===== config.mk =====
export PLATFORM = sky130hd
export DESIGN_NAME = draw_window_flat
export DESIGN_NICKNAME = d
export VERILOG_FILES = /design/src/rtl/draw_window_if.sv /design/src/rtl/draw_window.sv /design/src/flat_wrapper.sv
export SDC_FILE = /design/constraint.sdc
export NUM_CORES = 1
export LEC_CHECK = 0
export CAP_MARGIN = 10
export CORE_ASPECT_RATIO = 1.25
export CORE_MARGIN = 5
export CORE_UTILIZATION = 41
export CTS_BUF_LIST = sky130_fd_sc_hd__clkbuf_8 sky130_fd_sc_hd__clkbuf_16
export CTS_CLUSTER_DIAMETER = 200
export DETAILED_ROUTE_END_ITERATION = 8
export GPL_TIMING_DRIVEN = 0
export PLACE_DENSITY = 0.82
export SYNTH_ARGS = -nofsm -noshare
export SYNTH_HDL_FRONTEND = slang
export SYNTH_SLANG_ARGS = --single-unit

===== constraint.sdc =====
create_clock -name clk -period 2.93 [get_ports clk]
set_input_delay 0.586 -clock clk [delete_from_list [all_inputs] [get_ports clk]]
set_output_delay 0.586 -clock clk [all_outputs]
set_load 0.05 [all_outputs]

===== src/rtl/draw_window_if.sv =====
// Frame-source read bus: shared linear address, per-source enables and the
// concatenated read data returned by all sources.
interface draw_window_if #(
    parameter int unsigned ADDR_W = 17,
    parameter int unsigned PIX_W  = 24,
    parameter int unsigned NSRC   = 2
) ();
    logic [ADDR_W-1:0]     rd_addr;
    logic [NSRC-1:0]       rd_en;
    logic [NSRC*PIX_W-1:0] rd_data;

    modport master (output rd_addr, output rd_en, input  rd_data);
    modport slave  (input  rd_addr, input  rd_en, output rd_data);
endinterface


===== src/rtl/draw_window.sv =====
// Places a WIDTH x HEIGHT picture window in the raster, reads it from one of NSRC
// frame sources and presents latency-aligned pixels on a DDR DVI bus.
module draw_window #(
    parameter int unsigned H_START = 78,
    parameter int unsigned V_START = 105,
    parameter int unsigned WIDTH   = 480,
    parameter int unsigned HEIGHT  = 270,
    parameter int unsigned ADDR_W  = 17,
    parameter int unsigned PIX_W   = 24,
    parameter int unsigned NSRC    = 2,
    parameter int unsigned SRC_W   = 1,
    parameter int unsigned RD_LAT  = 2
) (
    input  logic               clk,
    input  logic               rst_n,
    input  logic [9:0]         xpos,
    input  logic [9:0]         ypos,
    input  logic               vsync,
    input  logic [SRC_W-1:0]   src_sel,
    input  logic               pic_done,
    draw_window_if.master      rd,
    output logic [SRC_W-1:0]   active_src,
    output logic               valid,
    output logic               pix_valid,
    output logic [PIX_W-1:0]   pix_data,
    output logic [PIX_W/2-1:0] dvi_d,
    output logic               frame_done
);
    localparam int unsigned       NPIX      = WIDTH * HEIGHT;
    localparam logic [ADDR_W-1:0] LAST_ADDR = ADDR_W'(NPIX - 1);
    localparam logic [10:0]       X_LO      = 11'(H_START);
    localparam logic [10:0]       X_HI      = 11'(H_START + WIDTH);
    localparam logic [10:0]       Y_LO      = 11'(V_START);
    localparam logic [10:0]       Y_HI      = 11'(V_START + HEIGHT);

    typedef enum logic [1:0] {IDLE, ARM, SHOW} state_e;

    state_e            state_q;
    logic              vsync_q;
    logic [ADDR_W-1:0] addr_q, addr_d;
    logic [SRC_W-1:0]  src_q, src_d, src_tap;
    logic              win, vs_rise, show_now, last_now, show_win;
    logic [RD_LAT:1]   win_p, show_p, last_p;
    logic [RD_LAT:0]   win_s, show_s, last_s;
    logic [PIX_W-1:0]  slice, data_q;

    always_comb begin
        win = ({1'b0, xpos} >= X_LO) && ({1'b0, xpos} < X_HI) &&
              ({1'b0, ypos} >= Y_LO) && ({1'b0, ypos} < Y_HI);
    end

    assign valid    = win;
    assign vs_rise  = vsync && !vsync_q;
    assign show_now = (state_q == SHOW);
    assign last_now = (addr_q == LAST_ADDR);
    assign show_win = show_now && win;

    always_comb begin
        src_d = src_q;
        if (vs_rise && (32'(src_sel) < 32'(NSRC)))
            src_d = src_sel;
        addr_d = addr_q;
        if (vs_rise || (xpos == '0 && ypos == '0) || ({1'b0, ypos} >= Y_HI))
            addr_d = '0;
        else if (win && !last_now)
            addr_d = addr_q + ADDR_W'(1);
    end

    assign rd.rd_addr = show_win ? addr_q : '0;
    assign rd.rd_en   = show_win ? (NSRC'(1) << src_q) : '0;

    // Bit 0 of each *_s vector is the live value; bit i is the value i cycles old.
    assign win_s  = {win_p, win};
    assign show_s = {show_p, show_now};
    assign last_s = {last_p, last_now};

    always_ff @(posedge clk or negedge rst_n) begin
        if (!rst_n) begin
            vsync_q <= 1'b0;
            state_q <= IDLE;
            src_q   <= '0;
            addr_q  <= '0;
            win_p   <= '0;
            show_p  <= '0;
            last_p  <= '0;
            data_q  <= '0;
        end else begin
            vsync_q <= vsync;
            src_q   <= src_d;
            addr_q  <= addr_d;
            win_p   <= win_s[RD_LAT-1:0];
            show_p  <= show_s[RD_LAT-1:0];
            last_p  <= last_s[RD_LAT-1:0];
            data_q  <= (win_s[RD_LAT-1] && show_s[RD_LAT-1]) ? slice : '0;
            case (state_q)
                IDLE:    if (pic_done) state_q <= ARM;
                ARM:     if (!pic_done) state_q <= IDLE;
                         else if (vs_rise) state_q <= SHOW;
                SHOW:    if (!pic_done) state_q <= IDLE;
                default: state_q <= IDLE;
            endcase
        end
    end

    // The output register is the last latency stage, so the source tag is
    // carried RD_LAT-1 cycles to meet the returning data.
    if (RD_LAT == 1) begin : g_src_direct
        assign src_tap = src_q;
    end else begin : g_src_pipe
        logic [SRC_W-1:0] src_p [RD_LAT-1];
        always_ff @(posedge clk or negedge rst_n) begin
            if (!rst_n) begin
                for (int unsigned i = 0; i < RD_LAT - 1; i++) src_p[i] <= '0;
            end else begin
                src_p[0] <= src_q;
                for (int unsigned i = 1; i < RD_LAT - 1; i++) src_p[i] <= src_p[i-1];
            end
        end
        assign src_tap = src_p[RD_LAT-2];
    end

    always_comb begin
        slice = '0;
        for (int unsigned s = 0; s < NSRC; s++)
            if (src_tap == SRC_W'(s)) slice = rd.rd_data[s*PIX_W +: PIX_W];
    end

    assign active_src = src_q;
    assign pix_valid  = win_p[RD_LAT];
    assign pix_data   = data_q;
    assign frame_done = win_p[RD_LAT] && show_p[RD_LAT] && last_p[RD_LAT];
    assign dvi_d      = clk ? pix_data[PIX_W-1:PIX_W/2] : pix_data[PIX_W/2-1:0];
endmodule


===== src/flat_wrapper.sv =====
// flat-port wrapper written by rule: the top's interface ports become plain ports
module draw_window_flat 
#(
    parameter int unsigned H_START = 78,
    parameter int unsigned V_START = 105,
    parameter int unsigned WIDTH   = 480,
    parameter int unsigned HEIGHT  = 270,
    parameter int unsigned ADDR_W  = 17,
    parameter int unsigned PIX_W   = 24,
    parameter int unsigned NSRC    = 2,
    parameter int unsigned SRC_W   = 1,
    parameter int unsigned RD_LAT  = 2
)
  (clk, rst_n, xpos, ypos, vsync, src_sel, pic_done, active_src, valid, pix_valid, pix_data, dvi_d, frame_done, rd_rd_addr, rd_rd_en, rd_rd_data);
  draw_window_if #(.ADDR_W(ADDR_W), .PIX_W(PIX_W), .NSRC(NSRC)) rd_i ();
  input  logic clk;
  input  logic rst_n;
  input  logic [9:0] xpos;
  input  logic [9:0] ypos;
  input  logic vsync;
  input  logic [SRC_W-1:0] src_sel;
  input  logic pic_done;
  output logic [SRC_W-1:0] active_src;
  output logic valid;
  output logic pix_valid;
  output logic [PIX_W-1:0] pix_data;
  output logic [PIX_W/2-1:0] dvi_d;
  output logic frame_done;
  output wire logic [$bits(rd_i.rd_addr)-1:0] rd_rd_addr;
  output wire logic [$bits(rd_i.rd_en)-1:0] rd_rd_en;
  input wire logic [$bits(rd_i.rd_data)-1:0] rd_rd_data;
  assign rd_rd_addr = rd_i.rd_addr;
  assign rd_rd_en = rd_i.rd_en;
  assign rd_i.rd_data = rd_rd_data;
  draw_window #(.H_START(H_START), .V_START(V_START), .WIDTH(WIDTH), .HEIGHT(HEIGHT), .ADDR_W(ADDR_W), .PIX_W(PIX_W), .NSRC(NSRC), .SRC_W(SRC_W), .RD_LAT(RD_LAT)) u_core (.clk(clk), .rst_n(rst_n), .xpos(xpos), .ypos(ypos), .vsync(vsync), .src_sel(src_sel), .pic_done(pic_done), .rd(rd_i), .active_src(active_src), .valid(valid), .pix_valid(pix_valid), .pix_data(pix_data), .dvi_d(dvi_d), .frame_done(frame_done));
endmodule

==> metrics.yaml <==
outcome: "complete, no violations"
synthFlopType: "dfrtp_1"
final_antenna_net_count: 0
ys_seq_area_share_pct: 47.64
grt_max_degree: 28
placed_cells: 480
core_area_um2: 6524
die_area_um2: 8405
regToRegEndpoint: "u_core.addr_q[1]$_DFFE_PN0P_"
r2r-start: "u_core.addr_q[0]$_DFFE_PN0P_"
reg2reg_slack_ns: 0.57
syn-mean-instance-area_um2: 10.47
clk_pin_slew_worst_paths_ns: 0.10
slew_headroom_pct: 46.45
finalPower_mw: 1.806
drt_iter0_drc: 102
critPathRequiredTime_ns: 2.34
ctsHoldBuffers: 0
hold_viol: 0
ir_worst_vdd_mv: 0.3398
fmax_mhz: 346.0
synth_common_cells: "dfrtp_1, nor2_1, mux2i_1"
p_per_area_nw_per_um2: 393.8
ys_types: 45
critPathCaptureType: "output pin"
syn2layout_area_growth_pct: 67.89
ys_async_sr_fraction_pct: 100.0
yosysTopAreaCellShare_pct: 47.64
critPathKind: "in2out"
grt_pass1_vias: 2926
pre_cts_slack_ns: -1.358
drtPass1Iterations: 4
finalCriticalPeriod_ns: 2.890
die_h_um: 101.3
syn_area_um2: 2731
portBuffers: 131
antenna_cells: 0
hold_path.class: "in2async"
final_nets: 488
syn_nets: 335
dp_hpwl_mm: 6.699
reg2regPathDepth: 7
routabilityCongestion: 0.8416
setup_viol: 0
synth_edf_count: 0
drc: 0
antenna_found_initial: 0
cts_tree: "done"
synth-seq-cells: 52
final.setup.worst_slack_ns: 0.04010
ys_warn_count: 0
worst_ep_arrival_time_ns: 2.30
synth.area.top_cells: "dfrtp_1, mux2i_1, mux2_2"
fin_crit_sh_pct: 98.63
grt_pass1_wl_mm: 14.39
p_leak_nw: 2.015
slew_violations: 0
crit_path_start_kind: "input pin"
yosysTopAreaCell: "dfrtp_1"
fin_tns_setup_ns: 0
yosysMostFrequentCell: "dfrtp_1"
io-pin-count: 132
worstSkewPairLatency_ns: 0.41
stdcell_count: 503
synthCells: 261
die_width_um: 83.01
wire_per_inst_um: 18.24
drv_cap: 0
crit_path_max_fanout: 5
routed_wl_mm: 9.176
viasPerCell: 5.608
row_count: 33
via_count: 2821
track_usage_pct: 22.31
start_util_pct: 41.87
worstMarginPinSlew_ns: 0.8032
clock_skew_ns: 0.009396
drive_gt1_share_pct: 25.72
holdWs_ns: 0.1793
grt-ovfl-total: 0
cell type report:
type                            count  area [um2]
Multi-Input combinational cell    192        1464
Fill cell                         501        1938
Inverter                            4       15.01
Tap cell                           87       108.9
Clock buffer                       23       295.3
Sequential cell                    52        1301
Timing Repair Buffer              130        1328
Buffer                             12       62.56
Clock inverter                      3       11.26
flip-flops by register name, summed over array words and instances (netlist names):
| signal | count |
|---|---|
| u_core.active_src | 1 |
| u_core.pix_data | 24 |
| u_core.g_src_pipe.src_p | 1 |
| u_core.last_p | 2 |
| u_core.vsync_q | 1 |
| u_core.state_q | 2 |
| u_core.show_p | 2 |
| u_core.addr_q | 17 |
| u_core.win_p | 2 |
worst max-delay path by stage:
stage,from,slack [ns],cells past startpoint,to
finish,xpos[7],0.04,9,rd_rd_addr[6]
global route,xpos[7],-0.005,9,rd_rd_addr[6]
CTS,clk,-0.15,6,dvi_d[4]
detailed placement,xpos[9],-1.36,8,rd_rd_addr[12]
global placement,xpos[9],-1.32,8,rd_rd_addr[12]
floorplan,xpos[7],0.08,5,rd_rd_en[0]
routing by layer:
metal  up-vias  global-route usage (%)  routed length (um)
met1      1362                   22.22                3323
met3        37                   10.33                 944
li1       1267                       -                   -
met5         -                       0                   0
met2       155                   35.86                4547
met4         0                   18.36                 361
critical path, stage by stage:
cell and delay [ns]:
buf_6 0.09, or4b_4 0.54, o221ai_4 0.09, nand3_4 0.14, nor4b_4 0.25, buf_4 0.19
buf_6 0.12, and2_4 0.14, buf_8 0.14
per-stage QoR:
step / utilization, % / area, um2
global route: 70.29 / 4586
finish: 70.29 / 4586
floorplan: - / 2746
global placement: 63.87 / 4167
CTS: 69.64 / 4543
detailed placement: 64.10 / 4182
layout by cell type, fill, tap and decap left out, types with 7 or more instances in the layout:
cell and count:
clkdlybuf4s50_1 82, and2_4 10, dlygate4sd2_1 8, a21oi_1 16, or4_1 11, mux2_2 11, buf_4 10, buf_6 26
o31ai_1 11, inv_1 7, buf_8 10, nand2_1 9, clkbuf_8 8, mux2i_1 24, nor2_1 30, dfrtp_1 52
power by group:
group | switching, mW | internal [mW] | total [mW]
sequential | 0.00929 | 0.729 | 0.738
combinational | 0.134 | 0.153 | 0.287
clock | 0.350 | 0.431 | 0.781
total | 0.493 | 1.31 | 1.81
logic make-up after synthesis:
| logic type | count (synthesis) | synth area share (%) |
|---|---|---|
| buf+inv | 17 | 2.748 |
| simple gates | 112 | 24.60 |
| compound gates | 41 | 10.08 |
| flops | 52 | 47.64 |
| xor+xnor | 1 | 0.3207 |
| fa+ha+maj | 1 | 0.4580 |
| mux | 37 | 14.15 |
repair_timing:
item / CTS / global route
endpoints found under the setup margin: 32 / 29
gates cloned: 1 / 0
resized for setup: 271 / 17
pin swaps: 5 / 6
setup buffers: 7 / 2
Note: power is estimated with default switching activity, not from simulation.
